==> src/rtl/if_fetch_stage_pkg.sv <==
// Shared constants and types for the instruction-fetch stage.
package if_fetch_stage_pkg;

  localparam int unsigned XLEN = 32;

  // ID-stage redirect select encodings
  localparam logic [1:0] PCS_SEQ = 2'b00;
  localparam logic [1:0] PCS_BR  = 2'b01;
  localparam logic [1:0] PCS_JR  = 2'b10;
  localparam logic [1:0] PCS_J   = 2'b11;

  // Word presented to IF/ID when no real instruction is available
  localparam logic [XLEN-1:0] NOP_INST = 32'h0000_0000;

  typedef enum logic [1:0] {
    IDLE  = 2'b00,
    FETCH = 2'b01,
    HOLD  = 2'b10
  } fetch_state_e;

  // Force a byte address onto a word boundary
  function automatic logic [XLEN-1:0] word_align(input logic [XLEN-1:0] addr);
    return addr & ~XLEN'(3);
  endfunction

endpackage

==> src/rtl/if_fetch_stage_if.sv <==
// Request/ready handshake between the fetch stage and instruction memory.
interface if_fetch_stage_if;

  logic                               imem_req;
  logic [if_fetch_stage_pkg::XLEN-1:0] imem_addr;
  logic [if_fetch_stage_pkg::XLEN-1:0] imem_rdata;
  logic                               imem_ready;

  modport master (
    output imem_req,
    output imem_addr,
    input  imem_rdata,
    input  imem_ready
  );

  modport slave (
    input  imem_req,
    input  imem_addr,
    output imem_rdata,
    output imem_ready
  );

endinterface

==> src/rtl/if_npc_mux.sv <==
// Next-PC select: a pending redirect overrides the live ID-stage select.
module if_npc_mux
  import if_fetch_stage_pkg::*;
(
  input  logic [XLEN-1:0] pc,
  input  logic [1:0]      pcsource,
  input  logic [XLEN-1:0] bpc,
  input  logic [XLEN-1:0] ra,
  input  logic [XLEN-1:0] jpc,
  input  logic            pend,
  input  logic [XLEN-1:0] pend_tgt,
  output logic [XLEN-1:0] sel_tgt,
  output logic [XLEN-1:0] npc
);

  // Live redirect target, word aligned; pc+4 wraps modulo 2^32
  always_comb begin
    sel_tgt = pc + XLEN'(4);
    unique case (pcsource)
      PCS_SEQ: sel_tgt = pc + XLEN'(4);
      PCS_BR:  sel_tgt = word_align(bpc);
      PCS_JR:  sel_tgt = word_align(ra);
      PCS_J:   sel_tgt = word_align(jpc);
      default: sel_tgt = pc + XLEN'(4);
    endcase
  end

  assign npc = pend ? pend_tgt : sel_tgt;

endmodule

==> src/rtl/if_fetch_stage.sv <==
// Instruction-fetch stage: owns the PC, fetches over req/ready, and presents
// one instruction (or a bubble) per cycle to IF/ID.
module if_fetch_stage
  import if_fetch_stage_pkg::*;
#(
  parameter logic [31:0] RESET_PC = 32'h0000_0000,
  parameter logic [31:0] NOP_INST = if_fetch_stage_pkg::NOP_INST
) (
  input  logic                   clk,
  input  logic                   clrn,
  input  logic                   wpcir,
  input  logic [1:0]             pcsource,
  input  logic [XLEN-1:0]        bpc,
  input  logic [XLEN-1:0]        ra,
  input  logic [XLEN-1:0]        jpc,
  if_fetch_stage_if.master       imem,
  output logic [XLEN-1:0]        if_pc4,
  output logic [XLEN-1:0]        if_inst,
  output logic                   if_valid
);

  localparam logic [XLEN-1:0] PC_INIT = RESET_PC & ~XLEN'(3);

  fetch_state_e    state, state_d;
  logic [XLEN-1:0] pc;
  logic [XLEN-1:0] inst_buf;
  logic            pend;
  logic [XLEN-1:0] pend_tgt;
  logic [XLEN-1:0] npc;
  logic [XLEN-1:0] sel_tgt;

  logic            pc_we;
  logic            buf_we;
  logic            deliver;
  logic            fetch_hit;
  logic            capture;

  if_npc_mux u_npc_mux (
    .pc       (pc),
    .pcsource (pcsource),
    .bpc      (bpc),
    .ra       (ra),
    .jpc      (jpc),
    .pend     (pend),
    .pend_tgt (pend_tgt),
    .sel_tgt  (sel_tgt),
    .npc      (npc)
  );

  // State register; reset drops the request immediately
  always_ff @(posedge clk or negedge clrn) begin
    if (!clrn) state <= IDLE;
    else       state <= state_d;
  end

  // Next state and datapath enables; a stall never abandons an outstanding fetch
  always_comb begin
    state_d   = state;
    pc_we     = 1'b0;
    buf_we    = 1'b0;
    deliver   = 1'b0;
    fetch_hit = 1'b0;
    unique case (state)
      IDLE: state_d = FETCH;
      FETCH: begin
        if (imem.imem_ready) begin
          fetch_hit = 1'b1;
          deliver   = 1'b1;
          if (wpcir) begin
            pc_we = 1'b1;
          end else begin
            buf_we  = 1'b1;
            state_d = HOLD;
          end
        end
      end
      HOLD: begin
        deliver = 1'b1;
        if (wpcir) begin
          pc_we   = 1'b1;
          state_d = FETCH;
        end
      end
      default: state_d = IDLE;
    endcase
  end

  // Redirect seen while nothing is delivered must wait for the in-flight slot
  assign capture = wpcir && (pcsource != PCS_SEQ) && !deliver;

  // PC register
  always_ff @(posedge clk or negedge clrn) begin
    if (!clrn)      pc <= PC_INIT;
    else if (pc_we) pc <= npc;
  end

  // Holding buffer for the word fetched during a stall
  always_ff @(posedge clk or negedge clrn) begin
    if (!clrn)       inst_buf <= NOP_INST;
    else if (buf_we) inst_buf <= imem.imem_rdata;
  end

  // Pending redirect, consumed by the next PC advance
  always_ff @(posedge clk or negedge clrn) begin
    if (!clrn) begin
      pend     <= 1'b0;
      pend_tgt <= PC_INIT;
    end else if (pc_we) begin
      pend     <= 1'b0;
    end else if (capture) begin
      pend     <= 1'b1;
      pend_tgt <= sel_tgt;
    end
  end

  assign imem.imem_req  = (state == FETCH);
  assign imem.imem_addr = pc;
  assign if_pc4         = pc + XLEN'(4);
  assign if_valid       = deliver;

  // Presented word: memory data on a hit, buffer while holding, else bubble
  always_comb begin
    if_inst = NOP_INST;
    if (fetch_hit)           if_inst = imem.imem_rdata;
    else if (state == HOLD)  if_inst = inst_buf;
  end

endmodule

==> src/flat_wrapper.sv <==
// flat-port wrapper written by rule: the top's interface ports become plain ports
module if_fetch_stage_flat import if_fetch_stage_pkg::*;
#(
  parameter logic [31:0] RESET_PC = 32'h0000_0000,
  parameter logic [31:0] NOP_INST = if_fetch_stage_pkg::NOP_INST
)
  (clk, clrn, wpcir, pcsource, bpc, ra, jpc, if_pc4, if_inst, if_valid, imem_imem_req, imem_imem_addr, imem_imem_rdata, imem_imem_ready);
  if_fetch_stage_if imem_i ();
  input  logic clk;
  input  logic clrn;
  input  logic wpcir;
  input  logic [1:0] pcsource;
  input  logic [XLEN-1:0] bpc;
  input  logic [XLEN-1:0] ra;
  input  logic [XLEN-1:0] jpc;
  output logic [XLEN-1:0] if_pc4;
  output logic [XLEN-1:0] if_inst;
  output logic if_valid;
  output wire logic [$bits(imem_i.imem_req)-1:0] imem_imem_req;
  output wire logic [$bits(imem_i.imem_addr)-1:0] imem_imem_addr;
  input wire logic [$bits(imem_i.imem_rdata)-1:0] imem_imem_rdata;
  input wire logic [$bits(imem_i.imem_ready)-1:0] imem_imem_ready;
  assign imem_imem_req = imem_i.imem_req;
  assign imem_imem_addr = imem_i.imem_addr;
  assign imem_i.imem_rdata = imem_imem_rdata;
  assign imem_i.imem_ready = imem_imem_ready;
  if_fetch_stage #(.RESET_PC(RESET_PC), .NOP_INST(NOP_INST)) u_core (.clk(clk), .clrn(clrn), .wpcir(wpcir), .pcsource(pcsource), .bpc(bpc), .ra(ra), .jpc(jpc), .imem(imem_i), .if_pc4(if_pc4), .if_inst(if_inst), .if_valid(if_valid));
endmodule
==> config.mk <==
export PLATFORM = sky130hd
export DESIGN_NAME = if_fetch_stage_flat
export DESIGN_NICKNAME = d
export VERILOG_FILES = /design/src/rtl/if_fetch_stage_pkg.sv /design/src/rtl/if_fetch_stage_if.sv /design/src/rtl/if_npc_mux.sv /design/src/rtl/if_fetch_stage.sv /design/src/flat_wrapper.sv
export SDC_FILE = /design/constraint.sdc
export NUM_CORES = 1
export LEC_CHECK = 0
export CORE_MARGIN = 8
export CORE_UTILIZATION = 48
export DETAILED_ROUTE_END_ITERATION = 10
export GPL_ROUTABILITY_DRIVEN = 0
export GPL_TIMING_DRIVEN = 0
export MAX_ROUTING_LAYER = met4
export PLACE_DENSITY = 0.87
export SLEW_MARGIN = 25
export SYNTH_ARGS = -nofsm -noshare
export SYNTH_HDL_FRONTEND = slang
export SYNTH_SLANG_ARGS = --single-unit
==> constraint.sdc <==
create_clock -name clk -period 8.3 [get_ports clk]
set_input_delay 2.49 -clock clk [delete_from_list [all_inputs] [get_ports clk]]
set_output_delay 2.49 -clock clk [all_outputs]
set_load 0.01 [all_outputs]
# Word-level counts from Yosys, hierarchy flattened
# Index checks and enable logic that the tools add are counted.
# totals
output_inout_bits,98
ff_bits,99
# op_classes
mux,19
n_addsub,1
n_eq_ne,8
reduce_logical,9
bitwise_logic,1
# op_table
cell,n
$pmux 32 s4,1
$mux 32,3
$add 32x3->32 const B,1
$mux 1,9
$eq 2x2->1 const B,3
$mux 2,3
$pmux 2 s3,1
$eq 2x1->1 const B,2
$logic_not 2->1,2
$ne 2x2->1 const B,2
$pmux 1 s2,2
$reduce_bool 2->1,2
$reduce_and 3->1,1
$logic_and 1x1->1,2
$ne 2x1->1 const B,1
$reduce_and 2->1,1
$logic_not 1->1,1
$not 1->1,1

# Longest topological paths before layout
# Gate-level depths: netlist (run 1).
# logic_depth
depth_word,6
ltp_mapped,10
ltp_nobuf,7

# Modules after synthesis
# A second synthesis (run 1) with hierarchy kept.
# hier_totals
cells_unflattened,662
area_unflattened_um2,6653.9
# by_module_without_submodules
module,area_per_inst_um2,cells_per_inst,instances,seq_area_each_um2
if_fetch_stage,4829.6,417,1,2477.4
if_npc_mux,1824.2,245,1,0.0

# Least setup slack after synthesis (run 1)
# OpenSTA, ideal clock, no wires.
# synth_path
path_kind,input-to-output
startpoint,in imem_imem_ready
endpoint,out if_inst[10]
stages,6
path_slack_ns,2.301
t_required_ns,5.810
arrival_time_ns,3.509
path_buffers,3
path_cell_list,and2_1 clkbuf_1 clkbuf_1 clkbuf_1 nand2_1 o21ai_0
# synth_between
elab_chain_len,3
# synth_rtl
element,line_no,rtl
"start, declared",flat_wrapper.sv:22,input wire logic [$bits(imem_i.imem_ready)-1:0] imem_imem_ready;
$mux 1,if_fetch_stage.sv:66,if (imem.imem_ready) begin
$mux 1,if_fetch_stage.sv:63,unique case (state)
$mux 32,if_fetch_stage.sv:124,if (fetch_hit) if_inst = imem.imem_rdata;
"end, declared",flat_wrapper.sv:17,output logic [XLEN-1:0] if_inst;
# No other way between the ends.

# Final worst setup path (run 1)
# layout_path
startpoint,in imem_imem_ready
endpoint,out if_inst[0]
# Same word-level chain as after synthesis.

==> impl_results.md, run 1 <==
* Die area at 16400 µm²
* Slew Limit Fails at 0
* R2r worst-path depth at 6
* Vias in the first global route at 6512
* Die X at 128 µm
* Hold Buf Count CTS at 0
* Fmax at 134 MHz
* Initial Utilization at 48.5%
* Synth area leader: dfrtp_1
* CP Capture Type: output port
* Library cells used by synthesis at 58
* R2R Setup Slk at 5370 ps
* Area growth syn-to-layout at 45.6%
* Residual DRC at 0
* Skew final at 11.1 ps
* Ant diodes at 0
* Nets@finish at 1069
* Number of synthesized flops with an enable pin at 0
* Number of synthesized register bits at 99
* Total power at 2.68 mW
* Worst EP arrival at 4970 ps
* Worst r2r src: u_core.imem.imem_addr[2]$_DFFE_PN0P_
* Core Rows at 41
* Status: complete, no violations
* Post-DP HPWL at 16800 µm
* Crit Path Max Fanout at 10
* Ys async rst share at 100%
* Hold Path Cell Cnt at 2
* Hold Crit Start: u_core.pend_tgt[12]$_DFFE_PN0P_
* Top cells by area, synth: dfrtp_1 (41%), mux2_2 (9.3%), nand2_1 (9.2%), o21ai_0 (8.0%), clkbuf_1 (2.9%)
* Routed wire length at 22300 µm
* RSZ-0062 raised after global routing: no
* IO Count at 232
* Setup CP Type: input pin to output port
* GRT Residual Overflow at 0
* Post-synthesis cell count at 696
* Clk_lat worst skew at 350 ps
* Final Cycle Share at 89.9%
* Leak at 3.51 nW
* Data required time of the critical path at 5810 ps
* Worst min path class: register to register
* Final core occ at 70.6%
* Gr usage total at 27.7%
* Syn Nets at 834
* Dominant synthesized flop cell: dfrtp_1
* Pwr dens at 305 nW/µm²
* Tmin final at 7460 ps
* Endpoints failing hold at 0
* CTS H-tree lvls at 3
* Slew margin rel. at 39.7%
* Wirelength per Cell at 20.1 µm
* Routed vias/inst at 5.85
* Post-CTS resize count at 0
* Finish-stage setup viols at 0
* Share of layout cells above drive strength 1 at 8.87%
* DR iter-0 viols at 799
* CTS Sinks at 99
* Clock tree buffer depth at 2
* Register area share after synthesis at 41.0%
* Hold path endpoint: u_core.pend_tgt[12]$_DFFE_PN0P_
* Root Buffer: clkbuf_16
* CTS tree: built
* CP Launch Type: input pin
* Worst vdd ir at 0.000219 V
* Antenna violation net count after detailed routing at 0
* CTS buffer count at 9
* RR Endpoint: u_core.pend_tgt[18]$_DFFE_PN0P_
* Largest net degree at the start of global routing at 66
* Slew @ Worst Pin at 896 ps
* Die height at 128 µm
* Core area at 12500 µm²
* DR pass1 iterations at 7
* Initial antenna violation count at 0
* Port bufs at 223
* Via count at 6482
* Clock transition at the registers of the reported paths at 70 ps
* Average size of a mapped cell at 8.68 µm²
* Total negative slack at 0 ps
* First-pass GRT wire length at 34700 µm
* Share of the synthesized area in the top cell type at 41.0%
* Max-Cap Viols at 0
* Setup bufs post-CTS at 0
* Yosys warnings at 0
* Mapped Area at 6040 µm²
[state kept, by name, indices dropped and copies added (netlist names)]
signal and flops:
u_core.imem.imem_addr 32, u_core.inst_buf 32, u_core.pend_tgt 32, u_core.state 2
u_core.pend 1
[final cells by class]
class	count	area [µm²]
buffer	54	214
clock buffer	10	239
clock inverter	6	41.3
fill	979	3670
inverter	15	56.3
multi-input combinational	528	3290
sequential	99	2480
tap	172	215
timing repair buffer	224	2260
[synth_stat cells (all sizes together), types with 6 or more instances]
master  instances
nand3          16
inv            14
nand2b          9
mux2           50
dfrtp          99
nand4           6
and3           11
clkbuf         47
a22oi          13
a31oi          10
a21oi          21
xor2           10
or3             7
mux2i          15
o21ai          96
nor4           14
buf             7
xnor2          16
nand2         148
nor2           22
[through the flow]
stage               setup WS, ps  instances  cell area [µm²]  hold slack (ps)
floorplan                   2300        696             6040              440
global placement             888       1091             8490              453
detailed placement           842       1092             8520              465
CTS                          833       1108             8800              480
global route                 588       1108             8800              505
finish                       840       1108             8800              478
[cell families (layout without fill, tap and decap cells)]
group	Yosys count	in the layout	synth area share [%]
xor gates and xnor gates	26	26	3.77
muxes	68	68	12.9
AOI/OAI and AO/OA	178	178	17.9
and+or+nand+nor	252	252	19.1
DFF	99	99	41.0
adders and majority gates	4	4	0.829
buffers and inverters	69	309	4.47
[where the power goes]
group	switching (mW)	internal (mW)	leakage [nW]
registers	0.200	0.703	1.20
logic	0.688	0.694	2.18
clock network	0.186	0.211	0.130
total	1.07	1.61	3.51
[worst max path at each step]
| stage | from | endpoint |
|---|---|---|
| final | imem_imem_ready | if_inst[0] |
| after global routing | imem_imem_ready | if_inst[5] |
| after CTS | imem_imem_ready | if_inst[22] |
| after detailed placement | imem_imem_ready | if_inst[29] |
| after global placement | imem_imem_ready | if_inst[0] |
| after floorplan | imem_imem_ready | if_inst[10] |
[cells in the final DEF, fill, tap and decap left out, types with 11 or more instances in the layout]
cell               n
dfrtp_1           99
a21oi_1           21
xnor2_1           16
mux2i_1           15
inv_1             14
clkdlybuf4s50_1  222
mux2_2            50
nor4_1            13
nor2_1            22
and3_1            11
o21ai_0           96
nand3_1           15
clkbuf_1          46
nand2_1          148
a22oi_1           13
[critical path, cell delays in order]
cell and delay [ps]:
clkdlybuf4s50_1 500, and2_1 130, clkbuf_1 220, clkbuf_1 430, clkbuf_1 380, nand2_1 90
o21ai_0 120, clkdlybuf4s50_1 610
[metal layers]
| layer | global-route usage, % | vias to the layer above | wire, µm |
|---|---|---|---|
| met1 | 33.2 | 3017 | 8630 |
| li1 | - | 2941 | - |
| met2 | 43.4 | 451 | 10500 |
| met4 | 11.4 | 0 | 813 |
| met5 | - | - | 0 |
| met3 | 7.40 | 73 | 2380 |
Power figures use the tool's default switching activity.
==> inputs of run 2 (changes only) <==
--- a/config.mk
+++ b/config.mk
@@ -12,6 +12,7 @@
 export GPL_TIMING_DRIVEN = 0
 export MAX_ROUTING_LAYER = met4
 export PLACE_DENSITY = 0.87
+export RECOVER_POWER = 50
 export SLEW_MARGIN = 25
 export SYNTH_ARGS = -nofsm -noshare
 export SYNTH_HDL_FRONTEND = slang
==> run 2 against run 1 <==
Compared with the run above: critical path depth unchanged; die area stayed put; power fell by 0.46%; wire length grew 0.10%; the run now ends with max-capacitance violations, max-slew violations left; design area shrank 0.36%; sequential power about the same; global-route usage stayed put; core utilization fell by 0.25 points; highest routed layer unchanged; sequential share of layout area increased by 0.10 points; worst hold slack about the same; clock-buffer cell count is the same; clock power hardly changed.
==> impl_results.md, run 2 (synthesis gave the netlist of run 1 again) <==
* Clk_lat worst skew at 350 ps (about the same)
* Ant diodes at 0 (unchanged)
* Total negative slack at 0 ps (unchanged)
* Commonest non-fill, non-tap cell in the layout: clkdlybuf4s50_1
* Worst r2r src: u_core.imem.imem_addr[2]$_DFFE_PN0P_
* Slew Limit Fails at 102 (+102)
* RSZ-0062 raised after global routing: no
* Core Rows at 41 (unchanged)
* Post-DP HPWL at 16800 µm (unchanged)
* GRT Residual Overflow at 0 (unchanged)
* Final Cycle Share at 91.0% (+1.1 points)
* Setup CP Type: input pin to output port
* RR Endpoint: u_core.pend_tgt[18]$_DFFE_PN0P_
* Core area at 12500 µm² (unchanged)
* Crit Path Max Fanout at 10 (unchanged)
* Gr usage total at 27.7% (unchanged)
* Antenna violation net count after detailed routing at 0 (unchanged)
* Worst EP arrival at 5060 ps (+90 ps)
* Slew @ Worst Pin at 3540 ps (+2640 ps)
* Placed instance area at 8520 µm² (unchanged)
* Routed wire length at 22300 µm (+0.10%)
* Die X at 128 µm (unchanged)
* Wirelength per Cell at 20.1 µm (+0.10%)
* Sequential share of power at 33.8% (about the same)
* Logic gate share of total power at 51.3% (-0.2 points)
* Leak at 3.50 nW (about the same)
* Status: finished with violations
* Hold Buf Count CTS at 0 (unchanged)
* Endpoints failing hold at 0 (unchanged)
* Crit-path slowest cell: clkdlybuf4s50_1
* Routed vias/inst at 5.86 (+0.11%)
* Total power at 2.67 mW (-0.46%)
* R2R Setup Slk at 5360 ps (about the same)
* Critical Path, Cell by Cell: dlygate4sd3_1, and2_0, clkbuf_1, clkbuf_1, clkbuf_1, nand2_1, o21ai_0, clkdlybuf4s50_1
* Capture point of the critical path: if_inst[0]
* CTS tree: built
* Clock transition at the registers of the reported paths at 70 ps (about the same)
* Post-CTS resize count at 0 (unchanged)
* CTS buffer count at 9 (unchanged)
* Fmax at 132 MHz (-1.2%)
* Setup bufs post-CTS at 0 (unchanged)
* Largest net degree at the start of global routing at 66 (unchanged)
* Die height at 128 µm (unchanged)
* Failing checks: max-capacitance violations, max-slew violations
* Skew final at 9.26 ps (-1.83 ps)
* Port bufs at 223 (unchanged)
* Crit-path most repeated cell: clkbuf_1
* Worst Setup Slack post-DPL at 842 ps (unchanged)
* First-pass GRT wire length at 34700 µm (unchanged)
* Root Buffer: clkbuf_16
* Worst vdd ir at 0.000216 V (-1.4%)
* Hold Path Cell Cnt at 2 (unchanged)
* Slowest stage delay, CP at 610 ps (about the same)
* Final core occ at 70.3% (-0.25 points)
* Finish-stage setup viols at 0 (unchanged)
* Clock tree buffer depth at 2 (unchanged)
* DR pass1 iterations at 5 (-2)
* Initial antenna violation count at 0 (unchanged)
* CP Capture Type: output port
* Commonest cells after routing, fill and taps aside: clkdlybuf4s50_1 (206), nand2_1 (148), dfrtp_1 (99)
* CTS H-tree lvls at 3 (unchanged)
* Vias in the first global route at 6512 (unchanged)
* Via count at 6489 (+0.11%)
* Setup ws final at 749 ps (-90.8 ps)
* Share of layout cells above drive strength 1 at 8.65% (-0.21 points)
* Finished Cell Area at 8770 µm² (-0.36%)
* CP Launch Type: input pin
* DR iter-0 viols at 782 (-2.1%)
* Residual DRC at 0 (unchanged)
* Pint at 1.60 mW (-0.76%)
* Pwr dens at 305 nW/µm² (-0.10%)
* R2r worst-path depth at 6 (unchanged)
* Initial Utilization at 48.5% (unchanged)
* Nets@finish at 1069 (unchanged)
* Tmin final at 7550 ps (+90.8 ps)
* Max-Cap Viols at 2 (+2)
* Clock power frac at 14.9% (about the same)
* CP Launch Point: imem_imem_ready
* Slew margin rel. at -136% (-180 points)
* CTS Sinks at 99 (unchanged)
* Switch share at 40.2% (+0.18 points)
* Die area at 16400 µm² (unchanged)
* IO Count at 232 (unchanged)
* Worst min path class: register to register
* Area growth syn-to-layout at 45.1%
* Switching pwr at 1.07 mW (about the same)
* Data required time of the critical path at 5810 ps (about the same)
-- run 2: changes by cell type in the layout (fill, tap and decap cells not counted), sizes merged --
cell           before  now
clkdlybuf4s50     222  206
dlygate4sd3         0   16
clkbuf             57   60
buf                 9    6
-- run 2: power by group through the flow --
stage | Sequential [mW] | Clock [mW] | Combinational, mW
floorplan | 0.881 | 0 | 0.674
global placement | 0.888 | 0 | 1.34
detailed placement | 0.901 | 0 | 1.37
CTS | 0.895 | 0.401 | 1.38
global route | 0.928 | 0.420 | 1.48
finish | 0.903 | 0.398 | 1.37
-- run 2: per-layer routing --
layer | share of wire [%] | vias up | global-route usage, %
li1 | - | 2939 | -
met1 | 40 | 3048 | 33.2
met2 | 47 | 427 | 43.4
met3 | 9.8 | 75 | 7.40
met4 | 3.6 | 0 | 11.4
met5 | 0 | - | -
-- run 2: area by class of cell --
class	count	area [µm²]
sequential	99	2480
fill	985	3700
timing repair buffer	224	2230
clock buffer	10	239
buffer	54	214
tap	172	215
inverter	15	56.3
clock inverter	6	41.3
multi-input combinational	528	3290
-- run 2: worst min path at each step --
stage	start	endpoint	slack (ps)
floorplan	u_core.pend_tgt[4]$_DFFE_PN0P_	u_core.pend_tgt[4]$_DFFE_PN0P_	440
global placement	u_core.pend_tgt[4]$_DFFE_PN0P_	u_core.pend_tgt[4]$_DFFE_PN0P_	450
detailed placement	u_core.pend_tgt[13]$_DFFE_PN0P_	u_core.pend_tgt[13]$_DFFE_PN0P_	470
global route	u_core.pend_tgt[4]$_DFFE_PN0P_	u_core.pend_tgt[4]$_DFFE_PN0P_	510
finish	u_core.pend_tgt[5]$_DFFE_PN0P_	u_core.pend_tgt[5]$_DFFE_PN0P_	480
CTS	u_core.pend_tgt[13]$_DFFE_PN0P_	u_core.pend_tgt[13]$_DFFE_PN0P_	480
-- run 2: metrics by stage --
step	hold slack, ps	instances
2_1_floorplan	440	696
3_5_place_dp	465	1092
6_report	478	1108
4_1_cts	480	1108
3_3_place_gp	453	1091
5_1_grt	505	1108
-- run 2: critical path, delay by kind of cell --
| kind | cells | cell delay, ps |
|---|---|---|
| buffers and inverters | 5 | 2220 |
| AOI/OAI and AO/OA | 1 | 120 |
| and+or+nand+nor | 2 | 230 |
==> inputs of run 3 (changes only) <==
--- a/config.mk
+++ b/config.mk
@@ -5,7 +5,8 @@
 export SDC_FILE = /design/constraint.sdc
 export NUM_CORES = 1
 export LEC_CHECK = 0
-export CORE_MARGIN = 8
+export CORE_ASPECT_RATIO = 1.25
+export CORE_MARGIN = 2
 export CORE_UTILIZATION = 48
 export DETAILED_ROUTE_END_ITERATION = 10
 export GPL_ROUTABILITY_DRIVEN = 0
==> run 3 against run 2 <==
Compared with the run above: the flow still finishes with violations (max-capacitance violations, max-slew violations); core utilization rose by 1.7 points; combinational power is essentially flat; clock power is 14% higher; clock skew fell by 3.3 ps; die area down 18%; sequential share of layout area decreased by 0.088 points; sequential cell count unchanged; final cell count fell by 0.72%; sequential power barely moved; setup slack better by 16 ps.
==> impl_results.md, run 3 (synthesis gave the netlist of run 1 again) <==
* Status: finished with violations
* Failing checks: max-capacitance violations, max-slew violations
* Clock transition at the registers of the reported paths at 70 ps (about the same)
* Uppermost routed layer: met4
* Clk_lat worst skew at 350 ps (about the same)
* Post-DP HPWL at 15400 µm (-8.5%)
* Skew final at 5.91 ps (-3.35 ps)
* Core area at 12200 µm² (-2.0%)
* Crit Path Max Fanout at 10 (unchanged)
* Routed vias/inst at 5.90 (+0.82%)
* IO Count at 232 (unchanged)
* Setup CP Type: input pin to output port
* Finish-stage setup viols at 0 (unchanged)
* Fmax at 133 MHz (+0.22%)
* Finished Cell Area at 8790 µm² (+0.31%)
* Initial Utilization at 49.4% (+0.98 points)
* Slew Limit Fails at 102 (unchanged)
* R2r worst-path depth at 6 (unchanged)
* Initial antenna violation count at 0 (unchanged)
* Residual DRC at 0 (unchanged)
* Worst min path class: register to register
* Gr usage total at 31.7% (+4.0 points)
* DR iter-0 viols at 659 (-16%)
* Nets@finish at 1069 (unchanged)
* Layout fillers at 919 (-6.7%)
* Met3 routed WL at 1850 µm (-15%)
* DR pass1 iterations at 7 (+2)
* Setup bufs post-CTS at 0 (unchanged)
* Area growth syn-to-layout at 45.6%
* Hold Crit Start: u_core.pend_tgt[4]$_DFFE_PN0P_
* R2R Setup Slk at 5310 ps (-50 ps)
* GRT Residual Overflow at 0 (unchanged)
* RSZ-0062 raised after global routing: no
* Capture point of the critical path: if_inst[16]
* Pwr dens at 308 nW/µm² (+1.1%)
* CTS Sinks at 99 (unchanged)
* Vias in the first global route at 6369 (-2.2%)
* Endpoints failing hold at 0 (unchanged)
* Data required time of the critical path at 5810 ps (about the same)
* Largest net degree at the start of global routing at 61 (-7.6%)
* Wire length on met2 at 10300 µm (-1.6%)
* Die X at 104 µm (-19%)
* Clock tree buffer depth at 2 (unchanged)
* Leak at 3.52 nW (+0.49%)
* First-pass GRT wire length at 32700 µm (-5.8%)
* Worst Setup Slack post-DPL at 841 ps (-0.653 ps)
* Max-Cap Viols at 2 (unchanged)
* Commonest non-fill, non-tap cell in the layout: clkdlybuf4s50_1
* CTS H-tree lvls at 3 (unchanged)
* Placed instance area at 8510 µm² (-0.12%)
* Die area at 13500 µm² (-18%)
* RR Endpoint: u_core.pend_tgt[18]$_DFFE_PN0P_
* CTS buffer count at 9 (unchanged)
* Tmin final at 7530 ps (-16.3 ps)
* Routed wire length at 20700 µm (-7.4%)
* Worst EP arrival at 5040 ps (-20 ps)
* CP Capture Type: output port
* Total power at 2.71 mW (+1.5%)
* Post-CTS resize count at 0 (unchanged)
* Core Rows at 45 (+9.8%)
* CTS tree: built
* Port bufs at 223 (unchanged)
* Met1 wire length at 7620 µm (-14%)
* Die height at 129 µm (+0.97%)
* Ant diodes at 0 (unchanged)
* CP Launch Type: input pin
* CP Launch Point: imem_imem_ready
* Setup ws final at 766 ps (+16.3 ps)
* Via count at 6495 (+0.092%)
* Antenna violation net count after detailed routing at 0 (unchanged)
* Worst r2r src: u_core.imem.imem_addr[2]$_DFFE_PN0P_
* Share of layout cells above drive strength 1 at 8.55% (-0.11 points)
* Final Cycle Share at 90.8% (-0.20 points)
* Wirelength per Cell at 18.8 µm (-6.7%)
* Commonest cells after routing, fill and taps aside: clkdlybuf4s50_1 (206), nand2_1 (148), dfrtp_1 (99)
* Slew @ Worst Pin at 3260 ps (-282 ps)
* Total negative slack at 0 ps (unchanged)
* Root Buffer: clkbuf_16
* Worst vdd ir at 0.000172 V (-21%)
* Hold Buf Count CTS at 0 (unchanged)
* Slew margin rel. at -117% (+19 points)
## run 3: cell count changes in the layout (fill, tap and decap cells not counted), sizes merged
cell	change
clkinvlp	-1
bufinv	+2
inv	+1
clkinv	-2
## run 3: how the worst min path moves through the flow
| stage | to | cells after the start |
|---|---|---|
| 3_3_place_gp | u_core.pend_tgt[24]$_DFFE_PN0P_ | 2 |
| 6_report | u_core.pend_tgt[4]$_DFFE_PN0P_ | 2 |
| 5_1_grt | u_core.pend_tgt[5]$_DFFE_PN0P_ | 2 |
| 3_5_place_dp | u_core.pend_tgt[4]$_DFFE_PN0P_ | 2 |
| 4_1_cts | u_core.pend_tgt[4]$_DFFE_PN0P_ | 2 |
| 2_1_floorplan | u_core.pend_tgt[4]$_DFFE_PN0P_ | 2 |
## run 3: where the power goes
group	switching (mW)	total, mW	leakage (nW)	internal [mW]
Sequential	0.199	0.902	1.20	0.703
Combinational	0.672	1.35	2.18	0.681
Clock	0.189	0.454	0.149	0.265
## run 3: critical path: stages
cell and delay, ps:
dlygate4sd3_1 560, and2_1 130, clkbuf_1 230, clkbuf_1 390
clkbuf_1 400, nand2_1 100, o21ai_0 140, clkdlybuf4s50_1 600
## run 3: area by class of cell
class | instances | area (µm²) | area share (%)
buffer | 54 | 214 | 2.43
clock buffer | 10 | 229 | 2.60
clock inverter | 6 | 88.8 | 1.01
inverter | 15 | 56.3 | 0.640
multi-input combinational | 528 | 3290 | 37.5
sequential | 99 | 2480 | 28.2
tap | 164 | 205 | 2.33
timing repair buffer | 224 | 2230 | 25.4
## run 3: per-stage QoR
| stage | hold slack, ps | std cells | util, % |
|---|---|---|---|
| 2_1_floorplan | 440 | 696 | - |
| 3_3_place_gp | 454 | 1083 | 69.4 |
| 3_5_place_dp | 458 | 1084 | 69.6 |
| 4_1_cts | 476 | 1100 | 72.2 |
| 5_1_grt | 496 | 1100 | 72.0 |
| 6_report | 473 | 1100 | 72.0 |
## run 3: routing by layer
metal	GRT usage [%]	vias up
met1	36.4	3085
li1	-	2934
met5	-	-
met4	17.4	0
met2	53.0	407
met3	5.43	69
